$ cat config.mk
export PLATFORM = sky130hd
export DESIGN_NAME = ioctl_sdram_loader_flat
export DESIGN_NICKNAME = d
export VERILOG_FILES = /design/src/rtl/ioctl_sdram_loader_if.sv /design/src/rtl/ioctl_sdram_loader.sv /design/src/flat_wrapper.sv
export SDC_FILE = /design/constraint.sdc
export NUM_CORES = 1
export LEC_CHECK = 0
export ABC_AREA = 1
export CORE_MARGIN = 2
export CORE_UTILIZATION = 35
export DETAILED_ROUTE_END_ITERATION = 10
export PLACE_DENSITY = 0.59
export SLEW_MARGIN = 10
export SYNTH_ARGS = -nofsm -noshare
export SYNTH_HDL_FRONTEND = slang
export SYNTH_SLANG_ARGS = --single-unit
$ cat constraint.sdc
create_clock -name clk_sys -period 7.86 [get_ports clk_sys]
set_input_delay 1.572 -clock clk_sys [delete_from_list [all_inputs] [get_ports clk_sys]]
set_output_delay 1.572 -clock clk_sys [all_outputs]
set_load 0.02 [all_outputs]
$ cat src/rtl/ioctl_sdram_loader_if.sv
// SDRAM write port of the ROM download pump.
// Toggle handshake: a new request is pending while req differs from ack.
interface ioctl_sdram_loader_if #(
    parameter int ADDR_W = 23,
    parameter int DATA_W = 16
);
    logic                  req;
    logic                  ack;
    logic                  we;
    logic [ADDR_W-1:0]     a;
    logic [DATA_W/8-1:0]   ds;
    logic [DATA_W-1:0]     d;

    modport master (output req, we, a, ds, d, input ack);
    modport slave  (input req, we, a, ds, d, output ack);
endinterface

$ cat src/rtl/ioctl_sdram_loader.sv
// ROM download pump: data_io bytes -> packed words -> FIFO -> SDRAM.
// Optional byte checksum enabled by defining LOADER_CHECKSUM_EN.
module ioctl_sdram_loader #(
    parameter int         DATA_W     = 16,
    parameter int         ADDR_W     = 23,
    parameter int         FIFO_DEPTH = 4,
    parameter logic [7:0] ROM_INDEX  = 8'd0,
    parameter int         HOLD_CYC   = 16
) (
    input  logic        clk_sys,
    input  logic        res_n_i,
    input  logic        ioctl_download,
    input  logic [7:0]  ioctl_index,
    input  logic        ioctl_wr,
    input  logic [24:0] ioctl_addr,
    input  logic [7:0]  ioctl_dout,
    ioctl_sdram_loader_if.master sdram,
    output logic        rom_loaded,
    output logic        core_reset,
    output logic        busy,
    output logic        overflow,
    output logic [15:0] checksum
);
    localparam int BYTES = DATA_W / 8;
    localparam int LB    = $clog2(BYTES);
    localparam int PW    = $clog2(FIFO_DEPTH);
    localparam int CW    = $clog2(HOLD_CYC + 1);

    typedef enum logic {S_IDLE, S_WAIT} iss_t;
    typedef enum logic [1:0] {C_LOAD, C_DRAIN, C_HOLD, C_DONE} cmp_t;

    logic wr_q, mine_q;
    logic mine, start, fall, accept;
    logic [LB-1:0]     lane;
    logic [ADDR_W-1:0] waddr;
    logic unused_bits;

    assign mine   = ioctl_download && (ioctl_index == ROM_INDEX);
    assign start  = mine && !mine_q;
    assign fall   = !mine && mine_q;
    assign accept = mine && ioctl_wr && !wr_q;
    assign lane   = ioctl_addr[LB-1:0];
    assign waddr  = ioctl_addr[ADDR_W+LB-1:LB];
    assign unused_bits = ^ioctl_addr;

    // Edge detectors for the byte strobe and the accepted-download level
    always_ff @(posedge clk_sys) begin
        if (!res_n_i) begin
            wr_q   <= 1'b0;
            mine_q <= 1'b0;
        end else begin
            wr_q   <= ioctl_wr;
            mine_q <= mine;
        end
    end

    logic [ADDR_W-1:0] pk_addr, nx_a, push_a;
    logic [DATA_W-1:0] pk_data, nx_d, push_d, base_d;
    logic [BYTES-1:0]  pk_mask, nx_m, push_m, base_m;
    logic              push_v;

    // Packer next-state: merge, restart on new word, push when full or flushed
    always_comb begin
        base_m = start ? '0 : pk_mask;
        base_d = start ? '0 : pk_data;
        push_v = 1'b0;
        push_a = pk_addr;
        push_d = pk_data;
        push_m = pk_mask;
        nx_a   = pk_addr;
        nx_m   = base_m;
        nx_d   = base_d;
        if (accept) begin
            if (base_m != '0 && waddr != pk_addr) begin
                push_v = 1'b1;
                nx_m   = '0;
                nx_d   = '0;
            end
            nx_a = waddr;
            for (int i = 0; i < BYTES; i++) begin
                if (lane == LB'(i)) begin
                    nx_m[i]       = 1'b1;
                    nx_d[8*i +: 8] = ioctl_dout;
                end
            end
            if (&nx_m) begin
                push_v = 1'b1;
                push_a = waddr;
                push_d = nx_d;
                push_m = nx_m;
                nx_m   = '0;
                nx_d   = '0;
            end
        end else if (fall && pk_mask != '0) begin
            push_v = 1'b1;
            nx_m   = '0;
            nx_d   = '0;
        end
    end

    // Packer registers
    always_ff @(posedge clk_sys) begin
        if (!res_n_i) begin
            pk_addr <= '0;
            pk_data <= '0;
            pk_mask <= '0;
        end else begin
            pk_addr <= nx_a;
            pk_data <= nx_d;
            pk_mask <= nx_m;
        end
    end

    logic [ADDR_W-1:0] f_a [FIFO_DEPTH];
    logic [DATA_W-1:0] f_d [FIFO_DEPTH];
    logic [BYTES-1:0]  f_m [FIFO_DEPTH];
    logic [PW:0]       wp, rp;
    logic              empty, full, pop, do_push;
    iss_t              iss;

    assign empty   = (wp == rp);
    assign full    = (wp[PW] != rp[PW]) && (wp[PW-1:0] == rp[PW-1:0]);
    assign pop     = (iss == S_IDLE) && !empty;
    assign do_push = push_v && (!full || pop);

    // FIFO storage; a push into a full FIFO reuses the slot being popped
    always_ff @(posedge clk_sys) begin
        if (do_push) begin
            f_a[wp[PW-1:0]] <= push_a;
            f_d[wp[PW-1:0]] <= push_d;
            f_m[wp[PW-1:0]] <= push_m;
        end
    end

    // FIFO pointers and sticky overflow flag
    always_ff @(posedge clk_sys) begin
        if (!res_n_i) begin
            wp       <= '0;
            rp       <= '0;
            overflow <= 1'b0;
        end else begin
            if (do_push)
                wp <= wp + 1'b1;
            if (pop)
                rp <= rp + 1'b1;
            if (start)
                overflow <= 1'b0;
            else if (push_v && full && !pop)
                overflow <= 1'b1;
        end
    end

    logic              req_r, we_r;
    logic [ADDR_W-1:0] a_r;
    logic [BYTES-1:0]  ds_r;
    logic [DATA_W-1:0] d_r;

    assign sdram.req = req_r;
    assign sdram.we  = we_r;
    assign sdram.a   = a_r;
    assign sdram.ds  = ds_r;
    assign sdram.d   = d_r;

    // Issue FSM: one outstanding toggle request at a time
    always_ff @(posedge clk_sys) begin
        if (!res_n_i) begin
            iss   <= S_IDLE;
            req_r <= 1'b0;
            we_r  <= 1'b0;
            a_r   <= '0;
            ds_r  <= '0;
            d_r   <= '0;
        end else begin
            unique case (iss)
                S_IDLE: if (!empty) begin
                    a_r   <= f_a[rp[PW-1:0]];
                    ds_r  <= f_m[rp[PW-1:0]];
                    d_r   <= f_d[rp[PW-1:0]];
                    req_r <= ~req_r;
                    we_r  <= 1'b1;
                    iss   <= S_WAIT;
                end
                S_WAIT: if (sdram.ack == req_r) begin
                    we_r <= 1'b0;
                    iss  <= S_IDLE;
                end
            endcase
        end
    end

    cmp_t          cst;
    logic [CW-1:0] hcnt;

    // Completion FSM: hold the core in reset until the image is in SDRAM
    always_ff @(posedge clk_sys) begin
        if (!res_n_i) begin
            cst        <= C_LOAD;
            hcnt       <= '0;
            rom_loaded <= 1'b0;
            core_reset <= 1'b1;
        end else if (start) begin
            cst        <= C_LOAD;
            hcnt       <= '0;
            rom_loaded <= 1'b0;
            core_reset <= 1'b1;
        end else begin
            unique case (cst)
                C_LOAD: if (fall) cst <= C_DRAIN;
                C_DRAIN: if (pk_mask == '0 && empty && iss == S_IDLE) begin
                    cst  <= C_HOLD;
                    hcnt <= '0;
                end
                C_HOLD: if (hcnt == CW'(HOLD_CYC - 1)) begin
                    cst        <= C_DONE;
                    rom_loaded <= 1'b1;
                    core_reset <= 1'b0;
                end else begin
                    hcnt <= hcnt + 1'b1;
                end
                C_DONE: ;
            endcase
        end
    end

    assign busy = mine_q || (pk_mask != '0) || !empty || (iss == S_WAIT);

`ifdef LOADER_CHECKSUM_EN
    logic [15:0] sum_q;

    // Running byte sum, restarted by each accepted download
    always_ff @(posedge clk_sys) begin
        if (!res_n_i)
            sum_q <= '0;
        else if (start)
            sum_q <= accept ? 16'(ioctl_dout) : 16'h0000;
        else if (accept)
            sum_q <= sum_q + 16'(ioctl_dout);
    end

    assign checksum = sum_q;
`else
    assign checksum = 16'h0000;
`endif

endmodule
$ cat src/flat_wrapper.sv
// flat-port wrapper written by rule: the top's interface ports become plain ports
module ioctl_sdram_loader_flat 
#(
    parameter int         DATA_W     = 16,
    parameter int         ADDR_W     = 23,
    parameter int         FIFO_DEPTH = 4,
    parameter logic [7:0] ROM_INDEX  = 8'd0,
    parameter int         HOLD_CYC   = 16
)
  (clk_sys, res_n_i, ioctl_download, ioctl_index, ioctl_wr, ioctl_addr, ioctl_dout, rom_loaded, core_reset, busy, overflow, checksum, sdram_req, sdram_we, sdram_a, sdram_ds, sdram_d, sdram_ack);
  ioctl_sdram_loader_if #(.ADDR_W(ADDR_W), .DATA_W(DATA_W)) sdram_i ();
  input  logic clk_sys;
  input  logic res_n_i;
  input  logic ioctl_download;
  input  logic [7:0] ioctl_index;
  input  logic ioctl_wr;
  input  logic [24:0] ioctl_addr;
  input  logic [7:0] ioctl_dout;
  output logic rom_loaded;
  output logic core_reset;
  output logic busy;
  output logic overflow;
  output logic [15:0] checksum;
  output wire logic [$bits(sdram_i.req)-1:0] sdram_req;
  output wire logic [$bits(sdram_i.we)-1:0] sdram_we;
  output wire logic [$bits(sdram_i.a)-1:0] sdram_a;
  output wire logic [$bits(sdram_i.ds)-1:0] sdram_ds;
  output wire logic [$bits(sdram_i.d)-1:0] sdram_d;
  input wire logic [$bits(sdram_i.ack)-1:0] sdram_ack;
  assign sdram_req = sdram_i.req;
  assign sdram_we = sdram_i.we;
  assign sdram_a = sdram_i.a;
  assign sdram_ds = sdram_i.ds;
  assign sdram_d = sdram_i.d;
  assign sdram_i.ack = sdram_ack;
  ioctl_sdram_loader #(.DATA_W(DATA_W), .ADDR_W(ADDR_W), .FIFO_DEPTH(FIFO_DEPTH), .ROM_INDEX(ROM_INDEX), .HOLD_CYC(HOLD_CYC)) u_core (.clk_sys(clk_sys), .res_n_i(res_n_i), .ioctl_download(ioctl_download), .ioctl_index(ioctl_index), .ioctl_wr(ioctl_wr), .ioctl_addr(ioctl_addr), .ioctl_dout(ioctl_dout), .sdram(sdram_i), .rom_loaded(rom_loaded), .core_reset(core_reset), .busy(busy), .overflow(overflow), .checksum(checksum));
endmodule
==> results.md, run 1 <==
* Min-delay src: u_core.core_reset
* Highest clock rate at 202.8 MHz
* FF-to-FF setup slack at 4.38 ns
* Worst reg2reg path endpoint: u_core.f_a[1][22]
* Largest net degree at the start of global routing at 85
* Hold Crit Class: reg -> reg
* CTS tree: yes
* Pleak at 4.648 nW
* DR vias at approximately 7700
* Critical Path RT at around 8 ns
* Cell Pwr Density at 311.2 nW/um^2
* Power, Total at 4.125 mW
* Met3 Track Usage GR at 2.601%
* GRT Total Usage at 15.05%
* Worst Tran Pin Value at 1.050 ns
* # port buffers at 91
* RSZ-0062 raised after global routing: false
* First-pass GRT wire length at 39440 um
* Prevailing post-synth register cell: edfxtp_1
* #FFs+latches synth at roughly 270
* DP Wirelength at around 15000 um
* CTS clk-pin slew, worst paths at 0.06 ns
* Post-synth top area share at approximately 44%
* Hold WS at 0.4553 ns
* Hold Path Depth at 2
* Peak ir drop on the vdd network at 187.4 uV
* Skew final at around 0.022 ns
* Crit path max fanout at 27
* # H-tree levels at 1
* Antenna violations before repair at 2
* Post-Syn Instances at ~1100
* Num ports at 109
* Clk buf depth at 3
* Final TNS setup at 0 ns
* Layout cells sized above 1 at roughly 8%
* Vias per std cell at 4.784
* Startpoint type of the worst setup path: input port
* Row Count at 65
* # DRC at 0
* Vias in the first global route at 7249
* TritonRoute pass-1 iters at 5
* EDFF count, synth at 164
* Global Route met2 Usage at 25.94%
* Clock Sinks at 267
* Die H at 182.9 um
* Die Width at 182.9 um
* Period utilization at 62.74%
* Post-Syn Area at 11210 um^2
* Synth-to-Final Area Change at 18.30%
* Die area at 33460 um^2
* Nets at 1246
* Hold Path End: u_core.core_reset
* Iter 0 DRT Violations at 527
* Hold Buf Count CTS at 0
* Root buf cell: clkbuf_16
* Path type of the worst setup path: in -> reg
* CTS buffer count at 28
* Critical path arrival at 5.15 ns
* FFs w/ async S/R, synth at 0%
* Postcts setup bufs at 0
* Later-pin clock latency in the skew report at 0.55 ns
* Distinct cells, synth at 36
* Reg2reg path depth at 10
* Busiest grt layer: met2
* Status: complete, no violations
* Final setup violation count at 0
* Final hold violations at 0
* GPL Wtd Cong at 0.7455
* Ys Warns at 0
* Max-Cap Viols at 0
* Reg-to-Reg Start: u_core.wr_q
* Final WL at about 25000 um
* Top cells by area, synth: edfxtp_1 (44%), dfxtp_1 (18%), nor2_1 (8.2%)
* Slew headroom at 29.90%
* Slew Viols, Final at 0
* Core ar. at 31560 um^2
* Total gr overflow at 0
* Fin crit period at 4.931 ns
* Setup crit end kind: flip-flop
* Final core occ at 42.01%
* Starting Density at a little over a third
* Detail Route Antenna Nets at 0
* Seq/Total Area, Yosys at 62.35%
* Post-CTS sizing at 0
* Syn Area/Cell at around 9.8 um^2
* Met1 GRT Util at 19.43%
* Area leader, netlist: edfxtp_1
* Drt wl/cell at 15.79 um
-- area by class of cell --
type                       instances  area, um^2
antenna                            1       2.502
fill                            2978       18300
inverter                          72       270.3
sequential                       267        6988
clock buffer                      36       740.7
tap                              402       503.0
clock inverter                    14       235.2
timing repair buffer             101       980.9
multi-input combinational        718        3536
-- state kept, by name, indices dropped and copies added, names as in the netlist, 3 cells and up --
name            cells
u_core.pk_data     16
u_core.wp           3
u_core.pk_addr     23
u_core.f_m          8
u_core.sdram.a     23
u_core.rp           3
u_core.hcnt         5
u_core.f_a         92
u_core.f_d         64
u_core.sdram.d     16
-- cells in the final DEF, fill, tap and decap left out, types with 2 or more instances in the layout --
cell type / synthesis / layout
nand2_2: 7 / 7
or2_2: 2 / 2
nand4_1: 4 / 4
inv_2: 8 / 10
clkinv_2: 0 / 4
buf_4: 19 / 10
conb_1: 1 / 16
nor3_1: 5 / 5
xnor2_1: 21 / 21
a21oi_2: 5 / 5
nor2_4: 2 / 6
nor2_2: 2 / 2
clkinvlp_4: 0 / 2
nor2_1: 246 / 242
o21ai_1: 23 / 23
nand2_1: 95 / 95
clkinv_1: 4 / 4
clkbuf_1: 60 / 7
a21oi_1: 30 / 30
inv_1: 60 / 59
ha_1: 12 / 12
o21ai_2: 3 / 3
nand3_2: 2 / 2
a31oi_1: 41 / 41
o21ai_0: 164 / 164
nand2_4: 4 / 4
bufinv_16: 0 / 6
nand3_1: 26 / 26
clkdlybuf4s50_1: 0 / 90
xor2_1: 3 / 3
dfxtp_1: 103 / 102
edfxtp_1: 164 / 164
clkbuf_16: 0 / 28
-- worst max-delay path, cell delays in order --
cell and delay (ns):
clkdlybuf4s50_1 0.95, clkinv_1 0.69, nand2_2 0.30, nand2_4 0.09
nand2_1 0.10, nand3_2 0.22, nor2_4 0.80, buf_4 0.40
-- power by group --
group,switching (mW),total (mW),internal [mW]
Clock,0.527,1.39,0.861
Combinational,0.675,1.07,0.396
Sequential,0.0766,1.67,1.59
Total,1.28,4.12,2.85
-- how the worst max path moves through the flow --
stage | start | end | cells past startpoint
after floorplan | ioctl_addr[22] | u_core.f_a[0][0] | 11
after global placement | ioctl_index[0] | u_core.f_a[1][14] | 13
after detailed placement | ioctl_addr[0] | u_core.f_a[1][15] | 8
after CTS | ioctl_addr[0] | u_core.f_a[1][18] | 8
after global routing | ioctl_addr[0] | u_core.f_d[1][13] | 8
final | ioctl_addr[0] | u_core.f_a[1][22] | 8
-- metal layers --
layer,wire (um),vias to the layer above,share of wire [%]
li1,-,3905,-
met1,11620,3595,46
met2,12040,168,47
met3,1236,37,4.9
met4,530,2,2.1
met5,13,-,0.051
-- metrics by stage --
stage	cells	cell area [um^2]	worst slack [ns]
2_1_floorplan	1157	11260	3.207
3_3_place_gp	1560	12280	2.403
3_5_place_dp	1560	12280	2.304
4_1_cts	1610	13250	2.872
5_1_grt	1610	13250	2.567
6_report	1611	13260	2.929
-- cell usage after synthesis (all sizes together), types with 2 or more instances --
master  instances
nor3            5
nand3          28
clkbuf         60
dfxtp         103
xor2            3
edfxtp        164
ha             12
clkinv          4
nand2         106
a31oi          41
xnor2          21
o21ai         190
a21oi          35
or2             2
buf            40
nor2          251
nand4           4
inv            68
-- cells by family after synthesis --
group	after synthesis	synth area share [%]
buf+inv	172	6.867
xor+xnor	24	1.876
simple gates	399	14.86
fa+ha+maj	12	1.340
compound gates	267	12.67
flops	267	62.35
other cells	1	0.03346
Note: power is estimated with default switching activity, not from simulation.
==> run 2: changes to the inputs <==
Clock period 7.86 ns to 5.1 ns, I/O delays scaled along.
==> run 2 against run 1 <==
Compared with the run above: final area is 0.51% higher; via count rose by 1.1%; largest cell class unchanged; global-route usage is 0.054 points higher; worst hold slack improved by 0.0030 ns; non-clock buffer count rose by 3; critical path type unchanged.
==> results.md, run 2 (synthesis results as in run 1) <==
* Crit path max fanout at 34 (was 27)
* Setup crit end kind: flip-flop (unchanged)
* Num ports at 109 (unchanged)
* Post-CTS sizing at 0 (unchanged)
* Startpoint type of the worst setup path: input port (unchanged)
* Clock Power Share at 33.4% (was 33.6%)
* Fin crit period at 3.349 ns
* Largest net degree at the start of global routing at 85 (unchanged)
* Detail Route Antenna Nets at 0 (unchanged)
* Setup WS post-layout at 1.751 ns (was 2.929 ns)
* Synth-to-Final Area Change at 18.90% (was 18.30%)
* GRT Total Usage at 15.10% (was 15.05%)
* Final setup violation count at 0 (unchanged)
* Final TNS setup at 0 ns (unchanged)
* Postcts setup bufs at 0 (unchanged)
* Slew headroom at 37.23% (was 29.90%)
* TritonRoute pass-1 iters at 5 (unchanged)
* Die H at 182.9 um (unchanged)
* Hold Crit Class: reg -> reg (unchanged)
* GPL Wtd Cong at 0.7413 (was 0.7455)
* First-pass GRT wire length at 40060 um (was 39440 um)
* Drt wl/cell at 15.85 um (was 15.79 um)
* FF-to-FF setup slack at 2.26 ns (was 4.38 ns)
* CTS clk-pin slew, worst paths at 0.06 ns (about the same)
* Worst setup path startpoint: ioctl_addr[13] (was ioctl_addr[0])
* DR vias at 7793 (was 7707)
* Hold Buf Count CTS at 0 (unchanged)
* Post-Place Cell Area at 12350 um^2 (was 12280 um^2)
* Worst reg2reg path endpoint: u_core.f_a[1][11] (was u_core.f_a[1][22])
* Die Width at 182.9 um (unchanged)
* Row Count at 65 (unchanged)
* Status: complete, no violations (unchanged)
* RSZ-0062 raised after global routing: false (unchanged)
* # H-tree levels at 1 (unchanged)
* Vias in the first global route at 7295 (was 7249)
* Path type of the worst setup path: in -> reg (unchanged)
* Core ar. at 31560 um^2 (unchanged)
* Antenna violations before repair at 1 (was 2)
* Layout cells sized above 1 at 8.491% (was 8.113%)
* Critical Path RT at 5.30 ns (was 8.08 ns)
* Peak ir drop on the vdd network at 278.5 uV (was 187.4 uV)
* Pint at 4.361 mW (was 2.847 mW)
* CTS buffer count at 28 (unchanged)
* # port buffers at 91 (unchanged)
* Pleak at 4.676 nW (was 4.648 nW)
* Pre-CTS WS at 1.160 ns (was 2.304 ns)
* Later-pin clock latency in the skew report at 0.53 ns (was 0.55 ns)
* Slew Viols, Final at 0 (unchanged)
* Cell Pwr Density at 476.0 nW/um^2 (was 311.2 nW/um^2)
* Starting Density at 35.51% (unchanged)
* Most frequent cells in the layout: nor2_1 (242), o21ai_0 (164), edfxtp_1 (164) (unchanged)
* NetSw at 1.982 mW (was 1.278 mW)
* Commonest non-fill, non-tap cell in the layout: nor2_1 (unchanged)
* Comb pwr share at 26.0% (was 25.9%)
* # DRC at 0 (unchanged)
* Skew final at 0.009687 ns (was 0.02235 ns)
* CTS tree: yes (unchanged)
* Clk buf depth at 3 (unchanged)
* Worst Tran Pin Value at 0.9415 ns (was 1.050 ns)
* Period utilization at 65.66%
* Total gr overflow at 0 (unchanged)
* Final WL at 25600 um (was 25440 um)
* Root buf cell: clkbuf_16 (unchanged)
* Clock Sinks at 267 (unchanged)
* Reg2reg path depth at 10 (unchanged)
* Highest clock rate at 298.6 MHz
* Reg power frac at 40.5% (was 40.4%)
* Post-route cell area at 13320 um^2 (was 13260 um^2)
* Fillers at 3027 (was 2978)
* DP Wirelength at 15250 um (was 14740 um)
* Die area at 33460 um^2 (unchanged)
* Iter 0 DRT Violations at 437 (was 527)
* Final hold violations at 0 (unchanged)
* Vias per std cell at 4.825 (was 4.784)
* Switching share of power at 31.24% (was 30.98%)
* Worst setup endpoint: u_core.f_a[1][11] (was u_core.f_a[1][22])
* Max reg flops at 92 (unchanged)
* Critical path arrival at 3.55 ns (was 5.15 ns)
* Nets at 1249 (was 1246)
* Max-Cap Viols at 0 (unchanged)
* Reg-to-Reg Start: u_core.pk_addr[20] (was u_core.wr_q)
* N_diodes at 0 (was 1)
## run 2: cell count changes in the layout (fill, tap and decap cells not counted), moves of 3 or more
cell	previous run	this run
buf_12	0	4
clkbuf_1	7	1
clkinv_2	4	7
clkinv_1	4	10
## run 2: worst min-delay path by stage
stage                      start                 to  slack [ns]  depth (start not counted)
2_1_floorplan         u_core.iss         u_core.iss        0.43                          2
3_3_place_gp     u_core.overflow    u_core.overflow        0.44                          2
3_5_place_dp     u_core.overflow    u_core.overflow        0.44                          2
4_1_cts          u_core.overflow    u_core.overflow        0.46                          2
5_1_grt        u_core.core_reset  u_core.core_reset        0.49                          2
6_report       u_core.core_reset  u_core.core_reset        0.46                          2
## run 2: power by group through the flow
| stage | Clock (mW) | Combinational (mW) | Sequential [mW] |
|---|---|---|---|
| finish | 2.12 | 1.65 | 2.57 |
| global route | 2.25 | 1.83 | 2.59 |
| CTS | 2.17 | 1.68 | 2.58 |
| detailed placement | 0 | 1.67 | 2.62 |
| global placement | 0 | 1.66 | 2.62 |
| floorplan | 0 | 0.869 | 2.77 |
## run 2: worst max-delay path, stage by stage
cell             delay (ns)
clkdlybuf4s50_1        0.47
xnor2_1                0.24
nand2_1                0.07
nor2_1                 0.09
nand2_1                0.11
nor2_2                 0.22
nand3_1                0.14
nand2_2                0.12
nand2_4                0.09
nand2_1                0.09
nand3_2                0.21
nor2_4                 0.35
buf_12                 0.30
## run 2: area by class of cell
cell class | count | area, um^2 | share of cell area, %
tap | 402 | 503.0 | 3.775
multi-input combinational | 718 | 3536 | 26.54
clock inverter | 21 | 230.2 | 1.728
inverter | 72 | 270.3 | 2.028
sequential | 267 | 6988 | 52.45
clock buffer | 31 | 743.2 | 5.578
timing repair buffer | 104 | 1054 | 7.907
## run 2: stage by stage
stage / cells / hold WS [ns] / total power [mW] / utilization [%]
finish: 1615 / 0.4583 / 6.342 / 42.22
floorplan: 1157 / 0.4334 / 3.642 / -
global route: 1615 / 0.4896 / 6.671 / 42.22
global placement: 1563 / 0.4419 / 4.278 / 39.14
CTS: 1615 / 0.4601 / 6.424 / 42.22
detailed placement: 1563 / 0.4434 / 4.292 / 39.14
## run 2: metal layers
layer  global-route usage (%)  vias up  share of wire (%)  wire (um)
met1                    20.36     3699                 47      12020
met4                    3.584        2                1.6        403
met3                    2.403       32                4.5       1142
met5                        0        -              0.031          8
li1                         -     3910                  -          -
met2                    25.59      150                 47      12020
==> run 3: changes to the inputs <==
Settings changed: PLACE_DENSITY 0.59 to 0.61.
Clock period 5.1 ns to 2.8 ns, I/O delays scaled along.
==> run 3 against run 2 <==
Compared with the run above: clock skew increased by 0.0022 ns; clock power increased by 85%; critical path type is now reg -> out; flip-flop and latch count unchanged.
==> results.md, run 3 (synthesis results as in run 1) <==
* Total gr overflow at 0 (unchanged)
* RSZ-0062 raised after global routing: false (unchanged)
* Postcts setup bufs at 0 (unchanged)
* Period utilization at 93.63%
* CTS buffer count at 29 (was 28)
* Row Count at 65 (unchanged)
* Final hold violations at 0 (unchanged)
* Slew headroom at 31.58% (was 37.23%)
* Max-Cap Viols at 0 (unchanged)
* Nets at 1286 (was 1249)
* Most frequent cells in the layout: nor2_1 (242), o21ai_0 (164), edfxtp_1 (164) (unchanged)
* TritonRoute pass-1 iters at 5 (unchanged)
* Num ports at 109 (unchanged)
* Largest net degree at the start of global routing at 85 (unchanged)
* Detail Route Antenna Nets at 0 (unchanged)
* Startpoint type of the worst setup path: flip-flop (was input port)
* Hold Path End: u_core.core_reset (unchanged)
* # DRC at 0 (unchanged)
* Commonest non-fill, non-tap cell in the layout: nor2_1 (unchanged)
* DP Wirelength at 16600 um (was 15250 um)
* Peak ir drop on the vdd network at 489.2 uV (was 278.5 uV)
* Hold WS at 0.4556 ns (was 0.4583 ns)
* Cell Pwr Density at 855.8 nW/um^2 (was 476.0 nW/um^2)
* Antenna violations before repair at 0 (was 1)
* Fillers at 2959 (was 3027)
* FF/Latch Area at 6988 um^2 (unchanged)
* Later-pin clock latency in the skew report at 0.54 ns (was 0.53 ns)
* Reg power frac at 40.1% (was 40.5%)
* Drt wl/cell at 15.88 um (was 15.85 um)
* GPL Wtd Cong at 0.7901 (was 0.7413)
* Hold Path Depth at 2 (unchanged)
* First-pass GRT wire length at 41310 um (was 40060 um)
* GRT Total Usage at 15.57% (was 15.10%)
* DR vias at 7980 (was 7793)
* Comb pwr share at 26.5% (was 26.0%)
* Worst reg2reg path endpoint: u_core.f_d[1][11] (was u_core.f_a[1][11])
* N_diodes at 0 (unchanged)
* Die Width at 182.9 um (unchanged)
* Crit path max fanout at 6 (was 34)
* Max reg flops at 92 (unchanged)
* Hold Buf Count CTS at 0 (unchanged)
* Clk buf depth at 3 (unchanged)
* Die H at 182.9 um (unchanged)
* Critical Path RT at 2.24 ns (was 5.30 ns)
* Vias per std cell at 4.828 (was 4.825)
* Final WL at 26240 um (was 25600 um)
* Setup crit end kind: primary output (was flip-flop)
* Reg2reg path depth at 11 (was 10)
* Fin crit period at about 2.6 ns
* Hold Crit Class: reg -> reg (unchanged)
* Vias in the first global route at 7515 (was 7295)
* Path type of the worst setup path: reg -> out (was in -> reg)
* Synth-to-Final Area Change at 22.32% (was 18.90%)
* FF-to-FF setup slack at 0.28 ns (was 2.26 ns)
* Worst Tran Pin Value at 1.026 ns (was 0.9415 ns)
* Switching share of power at 31.24% (about the same)
* Slew Viols, Final at 0 (unchanged)
* Multi-input gate area at 3536 um^2 (unchanged)
* Iter 0 DRT Violations at 656 (was 437)
* Final setup violation count at 0 (unchanged)
* NetSw at 3.664 mW (was 1.982 mW)
* Clock Power Share at 33.5% (was 33.4%)
* Skew final at 0.01189 ns (was 0.009687 ns)
* # port buffers at 91 (unchanged)
* Starting Density at 35.51% (unchanged)
* # H-tree levels at 1 (unchanged)
* Die area at 33460 um^2 (unchanged)
* Pleak at 4.891 nW (was 4.676 nW)
* CTS clk-pin slew, worst paths at 0.06 ns (about the same)
* Min-delay src: u_core.core_reset (unchanged)
* Final cell count without fillers at 1653 (was 1615)
* Core ar. at 31560 um^2 (unchanged)
* CTS tree: yes (unchanged)
* Critical path arrival at 2.06 ns (was 3.55 ns)
* Status: complete, no violations (unchanged)
* Reg-to-Reg Start: u_core.pk_addr[20] (unchanged)
* Root buf cell: clkbuf_16 (unchanged)
* Layout cells sized above 1 at 11.19% (was 8.491%)
* Highest clock rate at about 380 MHz
* Post-CTS sizing at 1 (was 0)
* Clock Sinks at 267 (unchanged)
* Pint at 8.066 mW (was 4.361 mW)
* Cells after DPL at 1599 (was 1563)
## run 3: per-layer routing
layer	up-vias	GRT usage [%]	share of wire (%)
met4	0	3.264	1.3
met5	-	0	0
met2	185	26.12	47
met1	3787	21.64	47
met3	24	2.085	4.7
li1	3984	-	-
## run 3: cell type report
type | count | share of cell area (%)
Sequential cell | 267 | 50.98
Multi-Input combinational cell | 718 | 25.80
Timing Repair Buffer | 140 | 10.29
Clock buffer | 44 | 6.298
Tap cell | 402 | 3.670
Inverter | 72 | 1.972
Clock inverter | 10 | 0.9950
## run 3: worst max path at each step
stage	endpoint	from	slack, ns
after global routing	u_core.f_a[0][13]	ioctl_addr[22]	0.04
after floorplan	u_core.f_a[0][0]	ioctl_addr[22]	-0.20
after global placement	u_core.f_d[1][10]	ioctl_addr[22]	-0.35
after CTS	busy	u_core.wp[0]	0.15
after detailed placement	u_core.f_d[1][10]	ioctl_addr[22]	-0.33
final	busy	u_core.wp[0]	0.18
## run 3: through the flow
| stage | total power [mW] | setup TNS [ns] | instance area, um^2 | setup WS [ns] | utilization [%] |
|---|---|---|---|---|---|
| floorplan | 6.634 | -31.99 | 11270 | -0.1951 | - |
| global placement | 7.885 | -60.83 | 12710 | -0.3464 | 40.27 |
| detailed placement | 7.919 | -59.12 | 12710 | -0.3286 | 40.27 |
| CTS | 11.85 | 0 | 13710 | 0.1494 | 43.44 |
| global route | 12.33 | 0 | 13710 | 0.04096 | 43.44 |
| finish | 11.73 | 0 | 13710 | 0.1783 | 43.44 |
## run 3: critical path, stage by stage, from the launching register on
cell and delay [ns]:
dfxtp_1 0.44, xnor2_1 0.15, and2_4 0.18, nand4_1 0.11, or2_2 0.31, dlygate4sd2_1 0.33
## run 3: power by group through the flow
stage | registers (mW) | logic [mW] | clock network (mW)
CTS | 4.71 | 3.14 | 4.00
finish | 4.70 | 3.10 | 3.93
floorplan | 5.05 | 1.58 | 0
global route | 4.73 | 3.43 | 4.17
global placement | 4.79 | 3.10 | 0
detailed placement | 4.79 | 3.13 | 0
